**config.mk**
```make
export PLATFORM = sky130hd
export DESIGN_NAME = bus_guard
export DESIGN_NICKNAME = d
export VERILOG_FILES = /design/src/rtl/bus_guard_pkg.sv /design/src/rtl/bus_guard.sv
export SDC_FILE = /design/constraint.sdc
export NUM_CORES = 1
export LEC_CHECK = 0
export BUFFER_PORTS_ARGS = -buffer_cell sky130_fd_sc_hd__buf_4
export CAP_MARGIN = 10
export CORE_ASPECT_RATIO = 0.5
export CORE_MARGIN = 5
export CORE_UTILIZATION = 53
export DETAILED_ROUTE_END_ITERATION = 10
export HOLD_SLACK_MARGIN = 0.06
export PLACE_DENSITY = 0.84
export SYNTH_ARGS = -nofsm -noshare
export SYNTH_HDL_FRONTEND = slang
export SYNTH_SLANG_ARGS = --single-unit
```
**constraint.sdc**
```tcl
create_clock -name clk -period 3.3 [get_ports clk]
set_input_delay 0.66 -clock clk [delete_from_list [all_inputs] [get_ports clk]]
set_output_delay 0.66 -clock clk [all_outputs]
set_load 0.005 [all_outputs]
```
**src/rtl/bus_guard_pkg.sv**
```systemverilog
// bus_guard_pkg: shared constants and types for the bus timeout guard.
//   Register offsets are byte offsets inside the 0FFFF00H IO block.
//   The register select (bus_addr[2]) is derived from those offsets so the
//   decode follows the memory map if it ever moves.
package bus_guard_pkg;

  localparam int unsigned TIMEOUT_DEFAULT = 1000;

  localparam int REG_DATA_OFS = -240;  // fault address / status
  localparam int REG_CTRL_OFS = -236;  // timeout / error count / clear

  localparam int CLR_BIT = 31;

  // Word-offset bit 0 selects between the two consecutive registers.
  localparam logic REG_SEL_DATA = 1'((REG_DATA_OFS >>> 2) & 1);
  localparam logic REG_SEL_CTRL = 1'((REG_CTRL_OFS >>> 2) & 1);

  typedef enum logic [1:0] {
    ST_IDLE = 2'd0,
    ST_WAIT = 2'd1,
    ST_FIRE = 2'd2
  } state_e;

  function automatic logic [7:0] sat_inc8(input logic [7:0] v);
    return (v == 8'hFF) ? v : v + 8'd1;
  endfunction

endpackage

```
**src/rtl/bus_guard.sv**
```systemverilog
// bus_guard: watches the CPU bus for cycles nobody acknowledges. When a
// strobe stays unanswered for `timeout` clocks it issues a one-cycle
// substitute ack (tout_ack) plus an error pulse (trig), and logs the
// faulting address in a small two-register block.
//
// state | meaning
// IDLE  | no bus strobe, counter at 0
// WAIT  | strobe pending, counter running
// FIRE  | tout_ack/trig high for one cycle, fault captured
//
// Ports
//   clk, rst_n          system clock, async active-low reset
//   bus_stb/we/addr     monitored CPU bus (word address [23:2])
//   dev_ack             ack from all other responders
//   stb/we/addr         register access (addr = bus_addr[2])
//   data_in/data_out    register write / read data
//   ack                 register ack (zero wait state)
//   tout_ack            substitute ack, ORed into bus_ack at top level
//   trig                error pulse to system control
module bus_guard
  import bus_guard_pkg::*;
#(
  parameter int unsigned timeout_default = TIMEOUT_DEFAULT
) (
  input  logic        clk,
  input  logic        rst_n,
  input  logic        bus_stb,
  input  logic        bus_we,
  input  logic [21:0] bus_addr,
  input  logic        dev_ack,
  input  logic        stb,
  input  logic        we,
  input  logic        addr,
  input  logic [31:0] data_in,
  output logic [31:0] data_out,
  output logic        ack,
  output logic        tout_ack,
  output logic        trig
);

  state_e      state_q, state_d;
  logic [15:0] cnt_q, cnt_d;
  logic        tout_ack_q, tout_ack_d;
  logic        trig_q, trig_d;
  logic [15:0] timeout_q, timeout_d;
  logic        valid_q, valid_d;
  logic        fault_we_q, fault_we_d;
  logic [23:0] fault_addr_q, fault_addr_d;
  logic [7:0]  err_cnt_q, err_cnt_d;

  logic pending, tmo_on, hit, fire, wr_ctrl, clr;
  logic unused_data;

  assign unused_data = ^data_in[30:16];

  always_comb begin
    pending = bus_stb & ~dev_ack & ~tout_ack_q;
    tmo_on  = (timeout_q != 16'd0);
    // >= rather than == so a timeout lowered below the running count
    // still fires on the next pending cycle.
    hit     = tmo_on && (({1'b0, cnt_q} + 17'd1) >= {1'b0, timeout_q});
    fire    = (state_q == ST_FIRE);
    wr_ctrl = stb & we & (addr == REG_SEL_CTRL);
    clr     = wr_ctrl & data_in[CLR_BIT];

    state_d = state_q;
    cnt_d   = 16'd0;
    if (fire) begin
      state_d = bus_stb ? ST_WAIT : ST_IDLE;
    end else if (pending) begin
      state_d = hit ? ST_FIRE : ST_WAIT;
      if (tmo_on) cnt_d = cnt_q + 16'd1;
    end else begin
      state_d = ST_IDLE;
    end
    tout_ack_d = (state_d == ST_FIRE);
    trig_d     = (state_d == ST_FIRE);

    timeout_d    = wr_ctrl ? data_in[15:0] : timeout_q;
    valid_d      = clr ? 1'b0  : valid_q;
    fault_we_d   = clr ? 1'b0  : fault_we_q;
    fault_addr_d = clr ? 24'd0 : fault_addr_q;
    err_cnt_d    = clr ? 8'd0  : err_cnt_q;
    // Capture overrides a coincident clear.
    if (fire) begin
      valid_d      = 1'b1;
      fault_we_d   = bus_we;
      fault_addr_d = {bus_addr, 2'b00};
      err_cnt_d    = sat_inc8(clr ? 8'd0 : err_cnt_q);
    end
  end

  always_ff @(posedge clk or negedge rst_n) begin
    if (!rst_n) begin
      state_q      <= ST_IDLE;
      cnt_q        <= 16'd0;
      tout_ack_q   <= 1'b0;
      trig_q       <= 1'b0;
      timeout_q    <= 16'(timeout_default);
      valid_q      <= 1'b0;
      fault_we_q   <= 1'b0;
      fault_addr_q <= 24'd0;
      err_cnt_q    <= 8'd0;
    end else begin
      state_q      <= state_d;
      cnt_q        <= cnt_d;
      tout_ack_q   <= tout_ack_d;
      trig_q       <= trig_d;
      timeout_q    <= timeout_d;
      valid_q      <= valid_d;
      fault_we_q   <= fault_we_d;
      fault_addr_q <= fault_addr_d;
      err_cnt_q    <= err_cnt_d;
    end
  end

  always_comb begin
    data_out = 32'd0;
    if (stb) begin
      if (addr == REG_SEL_CTRL) data_out = {err_cnt_q, 8'd0, timeout_q};
      else if (addr == REG_SEL_DATA) data_out = {valid_q, fault_we_q, 6'd0, fault_addr_q};
    end
  end

  assign ack      = stb;
  assign tout_ack = tout_ack_q;
  assign trig     = trig_q;

endmodule

```
==> results.json, run 1 <==
{
  "syn_inst": 383,
  "ant_nets": 0,
  "wl_per_cell_um": 16.29,
  "regArea_sq_mm": 0.001684,
  "rows": 21,
  "multi_input_area_sq_mm": 0.001873,
  "vias": 2991,
  "outcome": "finished clean",
  "hpwl_um": 6158,
  "grt_pass1_vias": 3117,
  "antenna_found_initial": 0,
  "highest_layer": "met4",
  "grt.overflow.total": 0,
  "period_needed_ns": 2.703,
  "final_nets": 539,
  "clk_latency_ns": 0.33,
  "p_leak_uw": 0.002458,
  "grtUsageTotal_pct": 20.82,
  "core_sq_mm": 0.006753,
  "clockRootBuffer": "clkbuf_16",
  "avgSynthCellArea_sq_um": 9.712,
  "relSlewSlack_pct": 44.73,
  "ys.flop_type": "dfrtp_1",
  "gp_congestion": 0.8378,
  "drc": 0,
  "cp.arrival_ns": 2.97,
  "finClkSkew_ns": 0.005202,
  "synth_edf_count": 0,
  "viasPerCell": 5.389,
  "cts_sinks": 67,
  "hold_viol": 0,
  "cts_buffer_depth": 2,
  "antennaDiodeCount": 0,
  "htree_num_levels": 3,
  "ys_ff_latch": 67,
  "crit_fanout": 4,
  "worst_pin_slew_ns": 0.8290,
  "synthArstFlopShare_pct": 100.0,
  "yosys_warnings": 0,
  "route.met3.wl_um": 318,
  "cts_buffers": 9,
  "ys_seq_area_share_pct": 45.27,
  "synthesis.area_sq_mm": 0.003720,
  "max_freq_ghz": 0.3700,
  "io_buffers": 81,
  "holdWs_ns": 0.4143,
  "critPathKind": "flop to flop",
  "fill_cells": 475,
  "syn2layout_area_growth_pct": 25.46,
  "start_util_pct": 55.09,
  "die_h_um": 69.24,
  "grt_pass1_wl_um": 14740,
  "wl_met1_um": 3932,
  "post-route-period-util_pct": 81.90,
  "power_uw": 2144,
  "postCtsHoldBufs": 0,
  "peakVddDrop_uv": 251.7,
  "ys_types": 41,
  "min_path_type": "primary input to async pin",
  "slew_viol_final": 0,
  "finalSetupViolations": 0,
  "power_density_mw_per_mm2": 459.3,
  "start_kind": "flop",
  "wl_um": 9039,
  "required_ns": 3.57,
  "path_clk_slew_ns": 0.06,
  "rsz0062_at_grt": "false",
  "cts.repair.resized": 0,
  "syn_nets": 463,
  "post_cts_buffers": 0,
  "maxCapViolations": 0,
  "grt_max_degree": 68,
  "drt_iter0_drc": 226,
  "die_width_um": 128.5,
  "die_area_sq_mm": 0.008896,
  "dr.pass1.iters": 4,
  "cts_tree": "built",
  "drive_gt1_share_pct": 27.65,
  "end_kind": "flop",
  "setup_tns_ns": 0,
  "dr_wl_met2_um": 4587,
  "pin_count": 97
}
-- layout by cell type (no fill, tap or decap), types with 12 or more instances in the layout --
cell	netlist	routed
mux2i_1	16	16
nand2_1	56	56
mux2_2	16	16
buf_4	2	84
nor2_1	13	13
nor2b_1	32	31
and3_1	14	14
and2_1	12	12
dfrtp_1	61	61
nand3_1	34	34
inv_1	19	19
ha_1	18	18
-- cell families after synthesis --
logic type	share of synthesized area [%]
AO/OA/AOI/OAI	3.734
XOR/XNOR	4.238
adder cells (fa/ha/maj)	6.055
buffers and inverters	4.440
flip-flops	45.27
multiplexers	9.552
AND/OR/NAND/NOR	26.71
-- final timing paths --
kind / start / endpoint / slack [ns] / depth (start not counted)
max: cnt_q[0] / state_q[0] / 0.60 / 10
min: rst_n / err_cnt_q[5] / 0.41 / 1
max reg2reg: cnt_q[0] / state_q[0] / 0.60 / 10
min reg2reg: valid_q / valid_q / 0.48 / 2
max in group asynchronous: rst_n / state_q[1] / 2.33 / 1
min in group clk: valid_q / valid_q / 0.48 / 2
-- synthesized netlist by cell type, types with 2 or more instances --
master,instances,area (sq um)
dfrtp_1,61,1526
nand2_1,56,210.2
nand3_1,34,170.2
nor2b_1,32,200.2
inv_1,19,71.32
ha_1,18,225.2
mux2_2,16,180.2
mux2i_1,16,160.2
and3_1,14,87.58
nor2_1,13,48.80
and2_1,12,75.07
a21oi_1,9,45.04
nand4_1,9,56.30
xnor2_1,9,78.83
xor2_1,9,78.83
clkbuf_1,7,26.28
buf_2,6,30.03
dfstp_2,6,157.7
nor4_1,6,37.54
o21ai_0,4,20.02
buf_1,3,11.26
a21o_1,2,15.01
buf_4,2,15.01
nand2b_1,2,12.51
nor3b_1,2,15.01
-- sequential cells by signal, summed over array words and instances (netlist names) --
name and cells:
timeout_q 16, valid_q 1, fault_we_q 1, trig 1, err_cnt_q 8, fault_addr_q 22
cnt_q 16, state_q 2
-- metrics by stage --
stage | utilization [%] | cells | instance area [sq um] | setup slack (ns)
final | 69.11 | 555 | 4667 | 0.5972
after global routing | 69.11 | 555 | 4667 | 0.3628
after CTS | 69.11 | 555 | 4667 | 0.6032
after detailed placement | 64.78 | 540 | 4374 | 0.6003
after global placement | 64.78 | 540 | 4374 | 0.6785
after floorplan | - | 383 | 3720 | 1.020
-- area by class of cell --
class | count | share of cell area, %
multi-input combinational | 278 | 40.13
tap | 92 | 2.466
clock inverter | 5 | 1.153
timing repair buffer | 84 | 13.51
inverter | 19 | 1.528
sequential | 67 | 36.09
clock buffer | 10 | 5.121
-- per-layer routing --
metal,vias up,global-route usage [%]
met3,20,5.769
met2,57,35.27
met4,0,7.765
li1,1453,-
met1,1461,25.29
met5,-,0
-- worst max-delay path, stage by stage (launching register included) --
cell      delay, ns
dfrtp_1        0.42
ha_1           0.28
nand4_2        0.22
nor3_2         0.22
xor2_1         0.23
ha_1           0.28
a21o_1         0.17
a21oi_1        0.12
o21ai_0        0.09
a211oi_1       0.40
a221o_1        0.22
-- power by group --
part           internal, uW  switching (uW)  total, uW
sequential              878            62.2        940
clock                   598             348        946
combinational           137             121        258
total                  1610             532       2140
Note: power is estimated with default switching activity, not from simulation.
==> run 2, diff against run 1 <==
--- a/config.mk
+++ b/config.mk
@@ -9,10 +9,10 @@
 export CAP_MARGIN = 10
 export CORE_ASPECT_RATIO = 0.5
 export CORE_MARGIN = 5
-export CORE_UTILIZATION = 53
+export CORE_UTILIZATION = 48
 export DETAILED_ROUTE_END_ITERATION = 10
 export HOLD_SLACK_MARGIN = 0.06
-export PLACE_DENSITY = 0.84
+export PLACE_DENSITY = 0.8
 export SYNTH_ARGS = -nofsm -noshare
 export SYNTH_HDL_FRONTEND = slang
 export SYNTH_SLANG_ARGS = --single-unit
==> constraint.sdc (replaced) <==
create_clock -name clk -period 2.15 [get_ports clk]
set_input_delay 0.43 -clock clk [delete_from_list [all_inputs] [get_ports clk]]
set_output_delay 0.43 -clock clk [all_outputs]
set_load 0.005 [all_outputs]
==> results.json, run 2 (synthesized netlist as in run 1, its figures left out) <==
{
  "drc": 0,
  "die_area_sq_mm": 0.009717,
  "die_width_um": 134.5,
  "crit_fanout": 3,
  "die_h_um": 72.25,
  "holdCritStartpoint": "bus_addr[20]",
  "grtUsageTotal_pct": 19.88,
  "cp_slowest_cell": "dfrtp_1",
  "slowest_delay_ns": 0.42,
  "hold_viol": 0,
  "clockRootBuffer": "clkbuf_16",
  "maxCapViolations": 0,
  "worst_pin_slew_ns": 0.6821,
  "relSlewSlack_pct": 54.40,
  "vias": 3058,
  "finClkSkew_ns": 0.009911,
  "power_density_mw_per_mm2": 678.6,
  "cts_tree": "built",
  "slew_viol_final": 0,
  "period_needed_ns": 2.309,
  "cp.arrival_ns": 2.58,
  "finalSetupViolations": 3,
  "htree_num_levels": 3,
  "drt_iter0_drc": 195,
  "violations": "negative setup slack",
  "start_util_pct": 50.05,
  "fill_cells": 582,
  "place_area_sq_mm": 0.004578,
  "min_path_type": "primary input to flop",
  "grt.overflow.total": 0,
  "antennaDiodeCount": 0,
  "cts_buffers": 9,
  "r2r-start": "cnt_q[0]",
  "clk_latency_ns": 0.33,
  "grt_pass1_wl_um": 15280,
  "hpwl_um": 6493,
  "p_leak_uw": 0.002630,
  "outcome": "complete, but fails checks",
  "start_kind": "flop",
  "required_ns": 2.42,
  "gp_congestion": 0.8270,
  "grt_max_degree": 40,
  "crit_start": "cnt_q[0]",
  "io_buffers": 81,
  "cts_sinks": 67,
  "largest_register": "fault_addr_q",
  "critPathKind": "flop to flop",
  "cts_buffer_depth": 2,
  "core_sq_mm": 0.007432,
  "pre_cts_slack_ns": -0.2412,
  "largest_reg_flops": 22,
  "syn2layout_area_growth_pct": 33.80,
  "crit_chain": "ha_4 -> and3_4 -> and3_1 -> xor2_1 -> ha_1 -> a21oi_1 -> o21ai_1 -> o2bb2ai_1 -> a211oi_2 -> a221o_1",
  "final_nets": 563,
  "rsz0062_at_grt": "true",
  "max_freq_ghz": 0.4331,
  "grt_pass1_vias": 3089,
  "final_cell_mix": "buf_4 (105), dfrtp_1 (61), nand2_1 (56)",
  "multi_input_area_sq_mm": 0.001962,
  "dr.pass1.iters": 4,
  "top_regs": "fault_addr_q x22, cnt_q x16, timeout_q x16",
  "peakVddDrop_uv": 331.4,
  "antenna_found_initial": 0,
  "fin_area_sq_mm": 0.004977,
  "setup_ws_ns": -0.1591,
  "ant_nets": 0,
  "rows": 22,
  "viasPerCell": 5.236,
  "end_kind": "flop",
  "wl_per_cell_um": 15.89,
  "path_clk_slew_ns": 0.05,
  "post-route-period-util_pct": 107.4,
  "pin_count": 97,
  "drive_gt1_share_pct": 33.61,
  "final_common_cell": "buf_4",
  "regArea_sq_mm": 0.001684,
  "wl_um": 9277
}
-- run 2: cell types whose count changed in the layout (fill, tap and decap cells not counted), moves of 2 or more --
cell	previous run	this run
clkbuf_1	0	2
and3_1	14	12
xnor2_2	0	2
nor2_2	0	2
buf_4	84	105
and2_1	12	10
and3_4	0	2
nor2_1	13	11
and2_4	0	2
xnor2_1	9	7
o21ai_0	4	2
o21ai_1	0	2
-- run 2: timing repair --
action / CTS / global route
endpoints found under the hold margin: 28 / 0
endpoints found under the setup margin: 3 / 3
pin swaps: 6 / 12
setup buffers: 2 / 1
gates resized for setup: 5 / 7
hold buffers: 1 / 0
-- run 2: routing by layer --
metal	vias up	wire (um)	part of all wire, %	GRT usage [%]
met4	0	89	0.96	6.095
met3	8	413	4.5	4.848
met2	67	4817	52	35.26
met5	-	0	0	0
met1	1483	3957	43	24.37
li1	1500	-	-	-
-- run 2: layout make-up --
class,count,area share (%)
timing repair buffer,108,16.67
clock inverter,5,1.559
multi-input combinational,278,39.42
clock buffer,11,4.676
inverter,19,1.433
tap,96,2.413
sequential,67,33.84
-- run 2: power by group --
group | internal (uW) | switching [uW]
Sequential | 1350 | 80.2
Combinational | 223 | 193
Clock | 1010 | 524
Total | 2580 | 797
-- run 2: critical path: cells and delay by family (launching register included) --
kind / cells / cell delay, ns
AOI/OAI and AO/OA: 5 / 0.80
and+or+nand+nor: 2 / 0.34
adders and majority gates: 2 / 0.47
xor gates and xnor gates: 1 / 0.21
DFF: 1 / 0.42
-- run 2: stage by stage --
stage / hold slack (ns) / setup TNS, ns / instances / total power [uW] / util, %
floorplan: 0.1344 / -0.05801 / 383 / 1643 / -
finish: 0.2885 / -0.4342 / 584 / 3377 / 66.97
CTS: 0.2800 / -0.6199 / 583 / 3397 / 66.45
global route: 0.2812 / -0.8558 / 584 / 3515 / 66.97
detailed placement: 0.3796 / -0.6776 / 564 / 1850 / 61.60
global placement: 0.3785 / -0.4677 / 564 / 1837 / 61.60
-- run 2: path summary, 6_finish.rpt --
path / end / slack, ns / cells after the start
worst min-delay path: fault_addr_q[22] / 0.29 / 3
worst min register to register: fault_addr_q[18] / 0.49 / 2
worst max register to register: state_q[0] / -0.16 / 10
worst max-delay path: state_q[0] / -0.16 / 10
max in group asynchronous: timeout_q[7] / 0.98 / 3
min in group asynchronous: err_cnt_q[4] / 0.57 / 2
